File: src/rtl/vending_pkg.sv
// Shared definitions for the vending machine datapath.
// Holds the coin bus encoding, the rupee value of each denomination, the
// payout scheduler state type and a helper mapping a coin code to its value.
// Both the vending FSM and the payout scheduler import this package.
package vending_pkg;

   // Coin bus encoding, shared by the acceptor, hopper and refill paths
   localparam logic [1:0] COIN_1    = 2'b00;
   localparam logic [1:0] COIN_2    = 2'b01;
   localparam logic [1:0] COIN_5    = 2'b10;
   localparam logic [1:0] COIN_NONE = 2'b11;

   // Denomination values in rupees, sized to the 7-bit amount bus
   localparam logic [6:0] VAL_1 = 7'd1;
   localparam logic [6:0] VAL_2 = 7'd2;
   localparam logic [6:0] VAL_5 = 7'd5;

   typedef enum logic [1:0] {
      PAY_IDLE,
      PAY_SELECT,
      PAY_EJECT,
      PAY_FINISH
   } payout_state_t;

   // Rupee value of a coin code; COIN_NONE is worth nothing
   function automatic logic [6:0] coin_value(input logic [1:0] coin);
      case (coin)
         COIN_1:  return VAL_1;
         COIN_2:  return VAL_2;
         COIN_5:  return VAL_5;
         default: return 7'd0;
      endcase
   endfunction

endpackage

File: src/rtl/hopper_counter.sv
// Stock counter for a single coin hopper.
// Adds a refill quantity and subtracts one dropped coin in the same cycle,
// saturating at the counter maximum; a clear discards the current stock
// (used when the hopper jams) while still honouring a concurrent refill.
// Ports:
//   clk, reset_n  - clock and asynchronous active-low reset (loads INIT)
//   add_qty_i     - coins added this cycle (0 when no refill targets this hopper)
//   dec_i         - one coin left the hopper this cycle
//   clr_i         - force the stock to zero
//   count_o       - current coin count
//   empty_o       - registered count==0 flag
module hopper_counter #(
   parameter int CNT_W = 8,
   parameter int INIT  = 10
) (
   input  logic             clk,
   input  logic             reset_n,
   input  logic [3:0]       add_qty_i,
   input  logic             dec_i,
   input  logic             clr_i,
   output logic [CNT_W-1:0] count_o,
   output logic             empty_o
);

   // Five extra bits cover a 4-bit refill on top of a full counter
   localparam int SUM_W = CNT_W + 5;
   localparam logic [SUM_W-1:0] CNT_MAX = SUM_W'({CNT_W{1'b1}});

   logic [SUM_W-1:0] sum;
   logic [CNT_W-1:0] cnt_q, cnt_d;
   logic             empty_q;

   // Refill is applied before the decrement so a same-cycle refill and drop
   // nets to count + qty - 1, then the result clamps at the maximum
   always_comb begin
      sum = clr_i ? '0 : SUM_W'(cnt_q);
      sum = sum + SUM_W'(add_qty_i);
      if (dec_i && !clr_i && (sum != '0)) begin
         sum = sum - SUM_W'(1);
      end
      cnt_d = (sum > CNT_MAX) ? {CNT_W{1'b1}} : sum[CNT_W-1:0];
   end

   always_ff @(posedge clk or negedge reset_n) begin
      if (!reset_n) begin
         cnt_q   <= CNT_W'(INIT);
         empty_q <= (INIT == 0);
      end else begin
         cnt_q   <= cnt_d;
         empty_q <= (cnt_d == '0);
      end
   end

   assign count_o = cnt_q;
   assign empty_o = empty_q;

endmodule

File: src/rtl/payout_scheduler.sv
// Coin change payout sequencer for the vending machine.
// Takes a refund amount from the vending FSM and drives the hopper one coin
// at a time, choosing ₹5, then ₹2, then ₹1 greedily from whatever stock is
// left. A hopper that never confirms a drop is declared jammed and its stock
// is written off. Reports the amount actually paid and whether it fell short.
// Ports:
//   clk, reset_n             - clock and asynchronous active-low reset
//   req_valid/req_amount     - payout request, accepted while req_ready is high
//   eject_valid/eject_coin   - hopper command, held until eject_done or timeout
//   eject_done               - hopper confirms one coin dropped
//   refill/refill_coin/qty   - stock added to one hopper, any state
//   done, paid, short        - completion pulse and result of the last request
//   hopper_empty             - {₹5, ₹2, ₹1} empty flags
//   jam                      - one-cycle pulse when an eject times out
module payout_scheduler
   import vending_pkg::*;
#(
   parameter int CNT_W   = 8,
   parameter int INIT_5  = 10,
   parameter int INIT_2  = 10,
   parameter int INIT_1  = 10,
   parameter int TIMEOUT = 15
) (
   input  logic       clk,
   input  logic       reset_n,
   input  logic       req_valid,
   input  logic [6:0] req_amount,
   output logic       req_ready,
   output logic       eject_valid,
   output logic [1:0] eject_coin,
   input  logic       eject_done,
   input  logic       refill,
   input  logic [1:0] refill_coin,
   input  logic [3:0] refill_qty,
   output logic       done,
   output logic [6:0] paid,
   output logic       short,
   output logic [2:0] hopper_empty,
   output logic       jam
);

   localparam int TW = (TIMEOUT < 2) ? 1 : $clog2(TIMEOUT + 1);
   // The wait counter starts at 0 on entry, so TIMEOUT eject cycles end here
   localparam logic [TW-1:0] WAIT_LAST = TW'(TIMEOUT - 1);

   payout_state_t    state_q, state_d;
   logic [6:0]       rem_q, rem_d, paid_q, paid_d;
   logic             short_q, short_d;
   logic [1:0]       coin_q, coin_d, sel_coin;
   logic [TW-1:0]    wait_q, wait_d;
   logic             jam_hit, jam_q;
   logic             req_ready_q, req_ready_d;
   logic             eject_valid_q, eject_valid_d;
   logic             done_q, done_d;

   logic [CNT_W-1:0] cnt_5, cnt_2, cnt_1;
   logic             empty_5, empty_2, empty_1;
   logic             dropped;
   logic [3:0]       add_5, add_2, add_1;

   // Confirmed drop and timeout only mean something while ejecting
   assign dropped = (state_q == PAY_EJECT) && eject_done;
   assign jam_hit = (state_q == PAY_EJECT) && !eject_done && (wait_q == WAIT_LAST);

   assign add_5 = (refill && (refill_coin == COIN_5)) ? refill_qty : 4'd0;
   assign add_2 = (refill && (refill_coin == COIN_2)) ? refill_qty : 4'd0;
   assign add_1 = (refill && (refill_coin == COIN_1)) ? refill_qty : 4'd0;

   hopper_counter #(.CNT_W(CNT_W), .INIT(INIT_5)) u_hopper_5 (
      .clk      (clk),
      .reset_n  (reset_n),
      .add_qty_i(add_5),
      .dec_i    (dropped && (coin_q == COIN_5)),
      .clr_i    (jam_hit && (coin_q == COIN_5)),
      .count_o  (cnt_5),
      .empty_o  (empty_5)
   );

   hopper_counter #(.CNT_W(CNT_W), .INIT(INIT_2)) u_hopper_2 (
      .clk      (clk),
      .reset_n  (reset_n),
      .add_qty_i(add_2),
      .dec_i    (dropped && (coin_q == COIN_2)),
      .clr_i    (jam_hit && (coin_q == COIN_2)),
      .count_o  (cnt_2),
      .empty_o  (empty_2)
   );

   hopper_counter #(.CNT_W(CNT_W), .INIT(INIT_1)) u_hopper_1 (
      .clk      (clk),
      .reset_n  (reset_n),
      .add_qty_i(add_1),
      .dec_i    (dropped && (coin_q == COIN_1)),
      .clr_i    (jam_hit && (coin_q == COIN_1)),
      .count_o  (cnt_1),
      .empty_o  (empty_1)
   );

   // Greedy pick from registered stock, so a refill landing in this SELECT
   // cycle only counts from the next SELECT onwards
   always_comb begin
      sel_coin = COIN_NONE;
      if ((rem_q >= VAL_5) && (cnt_5 != '0)) begin
         sel_coin = COIN_5;
      end else if ((rem_q >= VAL_2) && (cnt_2 != '0)) begin
         sel_coin = COIN_2;
      end else if ((rem_q >= VAL_1) && (cnt_1 != '0)) begin
         sel_coin = COIN_1;
      end
   end

   // State register plus the payout datapath it carries
   always_ff @(posedge clk or negedge reset_n) begin
      if (!reset_n) begin
         state_q <= PAY_IDLE;
         rem_q   <= '0;
         paid_q  <= '0;
         short_q <= 1'b0;
         coin_q  <= COIN_NONE;
         wait_q  <= '0;
      end else begin
         state_q <= state_d;
         rem_q   <= rem_d;
         paid_q  <= paid_d;
         short_q <= short_d;
         coin_q  <= coin_d;
         wait_q  <= wait_d;
      end
   end

   // Next-state logic; a jam returns to SELECT with the stuck hopper emptied
   always_comb begin
      state_d = state_q;
      rem_d   = rem_q;
      paid_d  = paid_q;
      short_d = short_q;
      coin_d  = coin_q;
      wait_d  = wait_q;
      case (state_q)
         PAY_IDLE: begin
            if (req_valid) begin
               rem_d   = req_amount;
               paid_d  = '0;
               short_d = 1'b0;
               state_d = PAY_SELECT;
            end
         end
         PAY_SELECT: begin
            if (sel_coin != COIN_NONE) begin
               coin_d  = sel_coin;
               wait_d  = '0;
               state_d = PAY_EJECT;
            end else begin
               short_d = (rem_q != '0);
               state_d = PAY_FINISH;
            end
         end
         PAY_EJECT: begin
            if (eject_done) begin
               rem_d   = rem_q - coin_value(coin_q);
               paid_d  = paid_q + coin_value(coin_q);
               state_d = PAY_SELECT;
            end else if (jam_hit) begin
               state_d = PAY_SELECT;
            end else begin
               wait_d = wait_q + TW'(1);
            end
         end
         PAY_FINISH: begin
            state_d = PAY_IDLE;
         end
         default: begin
            state_d = PAY_IDLE;
         end
      endcase
   end

   // Handshake outputs follow the state being entered so they are registered
   always_comb begin
      req_ready_d   = (state_d == PAY_IDLE);
      eject_valid_d = (state_d == PAY_EJECT);
      done_d        = (state_d == PAY_FINISH);
   end

   always_ff @(posedge clk or negedge reset_n) begin
      if (!reset_n) begin
         req_ready_q   <= 1'b1;
         eject_valid_q <= 1'b0;
         done_q        <= 1'b0;
         jam_q         <= 1'b0;
      end else begin
         req_ready_q   <= req_ready_d;
         eject_valid_q <= eject_valid_d;
         done_q        <= done_d;
         jam_q         <= jam_hit;
      end
   end

   assign req_ready    = req_ready_q;
   assign eject_valid  = eject_valid_q;
   assign eject_coin   = coin_q;
   assign done         = done_q;
   assign paid         = paid_q;
   assign short        = short_q;
   assign jam          = jam_q;
   assign hopper_empty = {empty_5, empty_2, empty_1};

endmodule

File: config.mk
export PLATFORM = sky130hd
export DESIGN_NAME = payout_scheduler
export DESIGN_NICKNAME = d
export VERILOG_FILES = /design/src/rtl/vending_pkg.sv /design/src/rtl/hopper_counter.sv /design/src/rtl/payout_scheduler.sv
export SDC_FILE = /design/constraint.sdc
export NUM_CORES = 1
export LEC_CHECK = 0
export CORE_ASPECT_RATIO = 0.6
export CORE_MARGIN = 3
export CORE_UTILIZATION = 60
export DETAILED_ROUTE_END_ITERATION = 6
export HOLD_SLACK_MARGIN = 0.06
export PLACE_DENSITY_LB_ADDON = 0.05
export SETUP_SLACK_MARGIN = 0.4
export SYNTH_ARGS = -nofsm -noshare
export SYNTH_HDL_FRONTEND = slang
export SYNTH_HIERARCHICAL = 1
export SYNTH_SLANG_ARGS = --single-unit
File: constraint.sdc
create_clock -name clk -period 4.6 [get_ports clk]
set_input_delay 0.92 -clock clk [delete_from_list [all_inputs] [get_ports clk]]
set_output_delay 0.92 -clock clk [all_outputs]
set_load 0.1 [all_outputs]
* Yosys cells after proc, flatten, opt, wreduce, memory -nomap -nowiden
Cells that the tools add are included. W data, S select, Z words.
Word-level totals: bits in registers 54, input bits 18, output and inout port bits 17, logic and storage cells 130
Operators by class: add/sub/neg operators 9, magnitude comparators 6, equality and inequality tests 17, muxes and demuxes 36, reductions and logical operators 46
Operator list (count):
- $mux W8 | 6
- $mux W7 | 6
- $add A13 B4 Y13 | 3
- $gt A13 B8 Y1 const B | 3
- $mux W13 | 3
- $reduce_bool A13 Y1 | 3
- $sub A13 B1 Y13 const B | 3
- $pmux W7 S2 | 2
- $logic_not A8 Y1 | 3
- $mux W4 | 6
- $reduce_bool A8 Y1 | 3
- $logic_and A1 B1 Y1 | 21
- $ne A2 B2 Y1 const B | 7
- $eq A2 B2 Y1 const B | 6
- $mux W2 | 6
- $pmux W3 S3 | 1
- $logic_not A2 Y1 | 4
- $pmux W2 S4 | 1
- $pmux W4 S2 | 1
- $add A7 B7 Y7 | 1
- $ge A7 B1 Y1 const B | 1
- $ge A7 B2 Y1 const B | 1
- $ge A7 B3 Y1 const B | 1
- $reduce_bool A7 Y1 | 1
- 11 further kinds | 21

* Longest topological paths before layout
depth in word-level cells 12, gate-level depth with buffers 20, depth with buffers taken out 18

* Hierarchy
The synthesis kept the hierarchy.
By module, submodules not included:
- hopper_counter | instances 3, cells an instance 122, area an instance 1068.5 um2, seq. area each 227.7 um2
- payout_scheduler | instances 1, cells an instance 201, area an instance 1783.0 um2, seq. area each 679.4 um2

* Worst setup path before layout
Ideal clock, no wire load.
path kind input to register, from in eject_done, to reg u_hopper_1.empty_q, in the netlist u_hopper_1/empty_o, setup time 0.127 ns, arrival 4.028 ns, data required time 4.473 ns, path slack 0.444 ns, cell stages on the path 18, buffers on the path 2, cell sequence clkbuf_2 > nor2_1 > nand2_1 > nor3_1 > buf_1 > nor2b_1 > ha_1 > inv_1 > fa_1 > ha_1 > inv_1 > a311o_1 > mux2i_1 > and4_1 > a21o_1 > mux2_4 > o311ai_1 > nor3_2
Between the ends: cells in the longest elaborated chain, start to end 12, elaborated cells on any way between the ends 17, classes of those cells add/sub: 2; order compare: 1; mux: 3; reduce/logical: 11
Ends and longest elaborated chain:
- start: declaration | RTL line payout_scheduler.sv:31 | input logic eject_done,
- parallel branches: the longest is 8 deep, another holds $add A13 B4 Y13
- $mux W13 (*) | RTL line hopper_counter.sv:38 | if (dec_i && !clr_i && (sum != '0)) begin
- $gt A13 B8 Y1 | RTL line hopper_counter.sv:41 | cnt_d = (sum > CNT_MAX) ? {CNT_W{1'b1}} : sum[CNT_W-1:0];
- $mux W8 (*) | RTL line hopper_counter.sv:41
- $logic_not A8 Y1 (*) | RTL line hopper_counter.sv:50 | empty_q <= (cnt_d == '0);
- end signal: assignment | RTL line hopper_counter.sv:47 | empty_q <= (INIT == 0);
- end signal: assignment | RTL line hopper_counter.sv:50
- end: declaration | RTL line hopper_counter.sv:31 | logic empty_q;
Mark *: on every way between the ends. A chain may end at the register's enable or synchronous reset.

* Worst setup path in the final report
from in refill_qty[0], to reg u_hopper_2.cnt_q[1], in the netlist u_hopper_2/count_o[1]
Between the ends: cells in the longest elaborated chain, start to end 7, elaborated cells on any way between the ends 8, classes of those cells add/sub: 2; order compare: 1; mux: 3; reduce/logical: 2
Ends and longest elaborated chain:
- start: declaration | RTL line payout_scheduler.sv:34 | input logic [3:0] refill_qty,
- $mux W4 (*) | RTL line payout_scheduler.sv:66 | assign add_2 = (refill && (refill_coin == COIN_2)) ? refill_qty : 4'd0;
- net add_2[0] | RTL line payout_scheduler.sv:59 | logic [3:0] add_5, add_2, add_1;
- $add A13 B4 Y13 (*) | RTL line hopper_counter.sv:37 | sum = sum + SUM_W'(add_qty_i);
- parallel branches: the longest is 2 deep, another holds $sub A13 B1 Y13
- $mux W13 (*) | RTL line hopper_counter.sv:38
- $gt A13 B8 Y1 | RTL line hopper_counter.sv:41
- $mux W8 (*) | RTL line hopper_counter.sv:41
- net u_hopper_2.cnt_d[1] | RTL line hopper_counter.sv:30 | logic [CNT_W-1:0] cnt_q, cnt_d;
- end signal: assignment | RTL line hopper_counter.sv:46 | cnt_q <= CNT_W'(INIT);
- end signal: assignment | RTL line hopper_counter.sv:49 | cnt_q <= cnt_d;
- end: declaration | RTL line hopper_counter.sv:30
Mark *: on every way through the listed nets, which the timed path passes.

==> flow_summary_export.csv <==
group,metric,value,unit
timing,tns,0,ps
placement,placed_area,5532,µm²
setup_path,worstReg2RegStart,"wait_q[0]$_DFFE_PN0P_",
grt,grt_pass1_wl,21400,µm
clock_network,numClockSinks,54,
yosys,synth_area_per_cell,8.798,µm²
timing,min_period_over_period,0.8713,
setup_path,path_class,"input port to flop",
hold_path,holdCritPathClass,"flop to flop",
power,p_total,3341,µW
floorplanning,io_pins,35,
power,peakVddDrop,508.3,µV
setup_path,startpoint,"refill_qty[0]",
yosys,synth_flop_cell,"dfrtp_1",
routing,firstDrtPassIters,5,
status,status,"finished clean",
clock_network,cts_tree,"built",
grt,first_global_vias,4226,
setup_path,startpoint_type,"input port",
yosys,synth-seq-area-share,0.2731,
finish,fin_area,5876,µm²
grt,grtUsageTotal,0.2799,
yosys,synth_commonest_cells,"nand2_1, dfrtp_1, nor2_1",
floorplanning,die_area,9480,µm²
yosys,syn-cell-area,4989,µm²
grt,overflow,0,
timing,hold_viol_final,0,
power,power.density,568.7,nW/µm²
timing,fin_crit,4008,ps
routing,via_count,4520,
hold_path,min_from,"paid[0]$_DFFE_PN0P_",
floorplanning,core_area,7976,µm²
yosys,yosysMostFrequentCell,"nand2_1",
routing,finalWirelength,12900,µm
setup_path,crit_slowest_cell,"fa_2",
yosys,synth_warnings,6,
yosys,synthCells,567,
placement,dp_hpwl,9484,µm
placement,port-buffer-count,34,
routing,viasPerCell,6.192,
power,p_leak,0.002369,µW
setup_path,crit_chain,"clkdlybuf4s50_1 > and2_4 > ha_4 > inv_1 > fa_2 > ha_2 > inv_1 > a311o_1 > mux2i_2 > and4_4 > a21o_1 > buf_6 > mux2_2 > nand2_1",
flow_run,max_cap_viol_count,0,
grt,grt_max_degree,55,
yosys,synth_top_cell_by_area,"dfrtp_1",
clock_network,cts.htree.levels,2,
yosys,ys_ff_latch,54,
setup_path,critical_path.endpoint,"u_hopper_2/count_o[1]$_DFF_PN1_",
setup_path,end_kind,"flop",
floorplanning,row_count,25,
timing,fin_worst_skew,5.448,ps
setup_path,cp_top_family,"adder cells",
timing,slew_headroom,0.3354,
yosys,synthTopCellsByArea,"dfrtp_1, ha_1, dfstp_2",
clock_network,insertion_delay,300,ps
yosys,syn_nets,616,
clock_network,clock-root-buffer,"clkbuf_16",
yosys,synth_cell_types,71,
clock_network,clkTransAtPathRegs,70,ps
setup_path,r2r-end,"u_hopper_2/count_o[1]$_DFF_PN1_",
setup_path,worstPathArrival,4250,ps
setup_path,cp_common_cell,"inv_1",
grt,antenna_found_initial,0,
yosys,synth_top_area_frac,0.2257,
timing,tightest_slew,993.8,ps
yosys,synth_edf_count,0,
setup_path,cp.required,4840,ps
routing,route.detailed.drc,0,
setup_path,r2r_slack,630,ps
setup_path,reg2reg_depth,18,
finish,drive_above_1_share,0.2026,
finish,syn2layout_area_growth,17.78,%
timing,setup_violations,0,
routing,dr.first_iter.drc_count,504,
setup_path,crit_buf_inv,4,
routing,ant_nets,0,
clock_network,clockBufferDepth,2,
clock_network,cts_made_buffers,5,
floorplanning,start_util,0.6254,
yosys,async_reset_ff_frac,1.000,
setup_path,cp.depth,14,
finish,n_antenna_cell,0,
setup_path,max_stage_delay,610,ps
timing,rsz0062_at_grt,"false",
timing,slew_viol_final,0,
timing,max_clock_freq,0.2495,GHz
setup_path,worst-path-max-fanout,4,
floorplanning,chipWidth,123.7,µm
routing,wire_per_inst,17.67,µm
placement,gp_congestion,0.9199,
finish,fin_nets,670,
floorplanning,die_height,76.63,µm
[power by group]
group / internal [µW] / switching [µW]
clock network: 219 / 184
logic: 793 / 1260
registers: 670 / 211
[worst register-to-register path, delay by kind of cell (launching register included)]
family	cells	cell delay, ps
AND/OR/NAND/NOR	6	1010
adder cells (fa/ha/maj)	4	1150
multiplexers	2	550
buffers and inverters	4	290
AO/OA/AOI/OAI	2	510
flip-flops	1	410
[cells in the final DEF, fill, tap and decap left out, drive strengths merged, types with 9 or more instances in the layout]
cell type      instances
nand2                 55
dfrtp                 45
nor2                  43
buf                   31
clkdlybuf4s50         29
a21oi                 29
inv                   26
o21ai                 26
ha                    26
xnor2                 25
xor2                  24
nor2b                 23
nor3                  20
nand2b                19
and2                  18
nor4                  16
nand3                 13
a211oi                12
mux2i                 11
dfstp                  9
nand4b                 9
and4                   9
a31oi                  9
[per-layer routing]
layer	vias to the layer above	share of wire	global-route usage
met2	181	0.44	0.4059
li1	2144	-	-
met4	0	0.0040	0.03867
met3	8	0.069	0.04822
met5	-	0	0
met1	2187	0.49	0.4428
[flip-flops by register name (all words and copies together) (netlist names)]
register and flops:
done 1, eject_coin 2, eject_valid 1, jam 1, paid 7, rem_q 7
req_ready 1, short 1, state_q 2, u_hopper_1/count_o 8, u_hopper_1/empty_o 1, u_hopper_2/count_o 8
u_hopper_2/empty_o 1, u_hopper_5/count_o 8, u_hopper_5/empty_o 1, wait_q 4
[through the flow]
step	hold WS [ps]	std cells	utilization	setup WS, ps
6_report	503.5	730	0.7366	592.2
5_1_grt	543.5	730	0.7366	392.8
4_1_cts	510.6	724	0.7161	356.1
3_5_place_dp	494.9	714	0.6935	25.10
3_3_place_gp	480.8	714	0.6935	106.9
2_1_floorplan	492.8	567	-	444.2
[logic make-up (layout without fill, tap and decap cells)]
group / after synthesis / in the layout / share of synthesized area
AO/OA/AOI/OAI: 113 / 113 / 0.1673
adder cells (fa/ha/maj): 31 / 31 / 0.08528
flip-flops: 54 / 54 / 0.2731
XOR/XNOR: 49 / 49 / 0.09054
multiplexers: 18 / 18 / 0.04841
buffers and inverters: 43 / 98 / 0.03812
AND/OR/NAND/NOR: 259 / 259 / 0.2972
[how the worst min path moves through the flow]
stage / to / depth (start not counted) / slack, ps
after detailed placement: paid[0]$_DFFE_PN0P_ / 2 / 490
final: paid[0]$_DFFE_PN0P_ / 2 / 500
after global routing: eject_coin[1]$_DFFE_PN1P_ / 2 / 540
after CTS: paid[0]$_DFFE_PN0P_ / 2 / 510
after global placement: paid[0]$_DFFE_PN0P_ / 2 / 480
after floorplan: rem_q[2]$_DFFE_PN0P_ / 2 / 490
[cell type report]
cell class              instances  area (µm²)
inverters                      26       97.59
repair buffers                 64       574.3
clock inverters                 2       17.52
well taps                     108       135.1
clock buffers                   6       138.9
fillers                       611        2101
multi-input cells             470        3550
flip-flops and latches         54        1363
[repair_timing]
action | 4_1_cts | 5_1_grt
hold buffers | 0 | 0
gates resized for setup | 5 | 31
pin swaps | 3 | 9
setup endpoints to repair | 11 | 26
buffers inserted | 2 | 6
No activity file was read; power rests on OpenSTA's default activity.
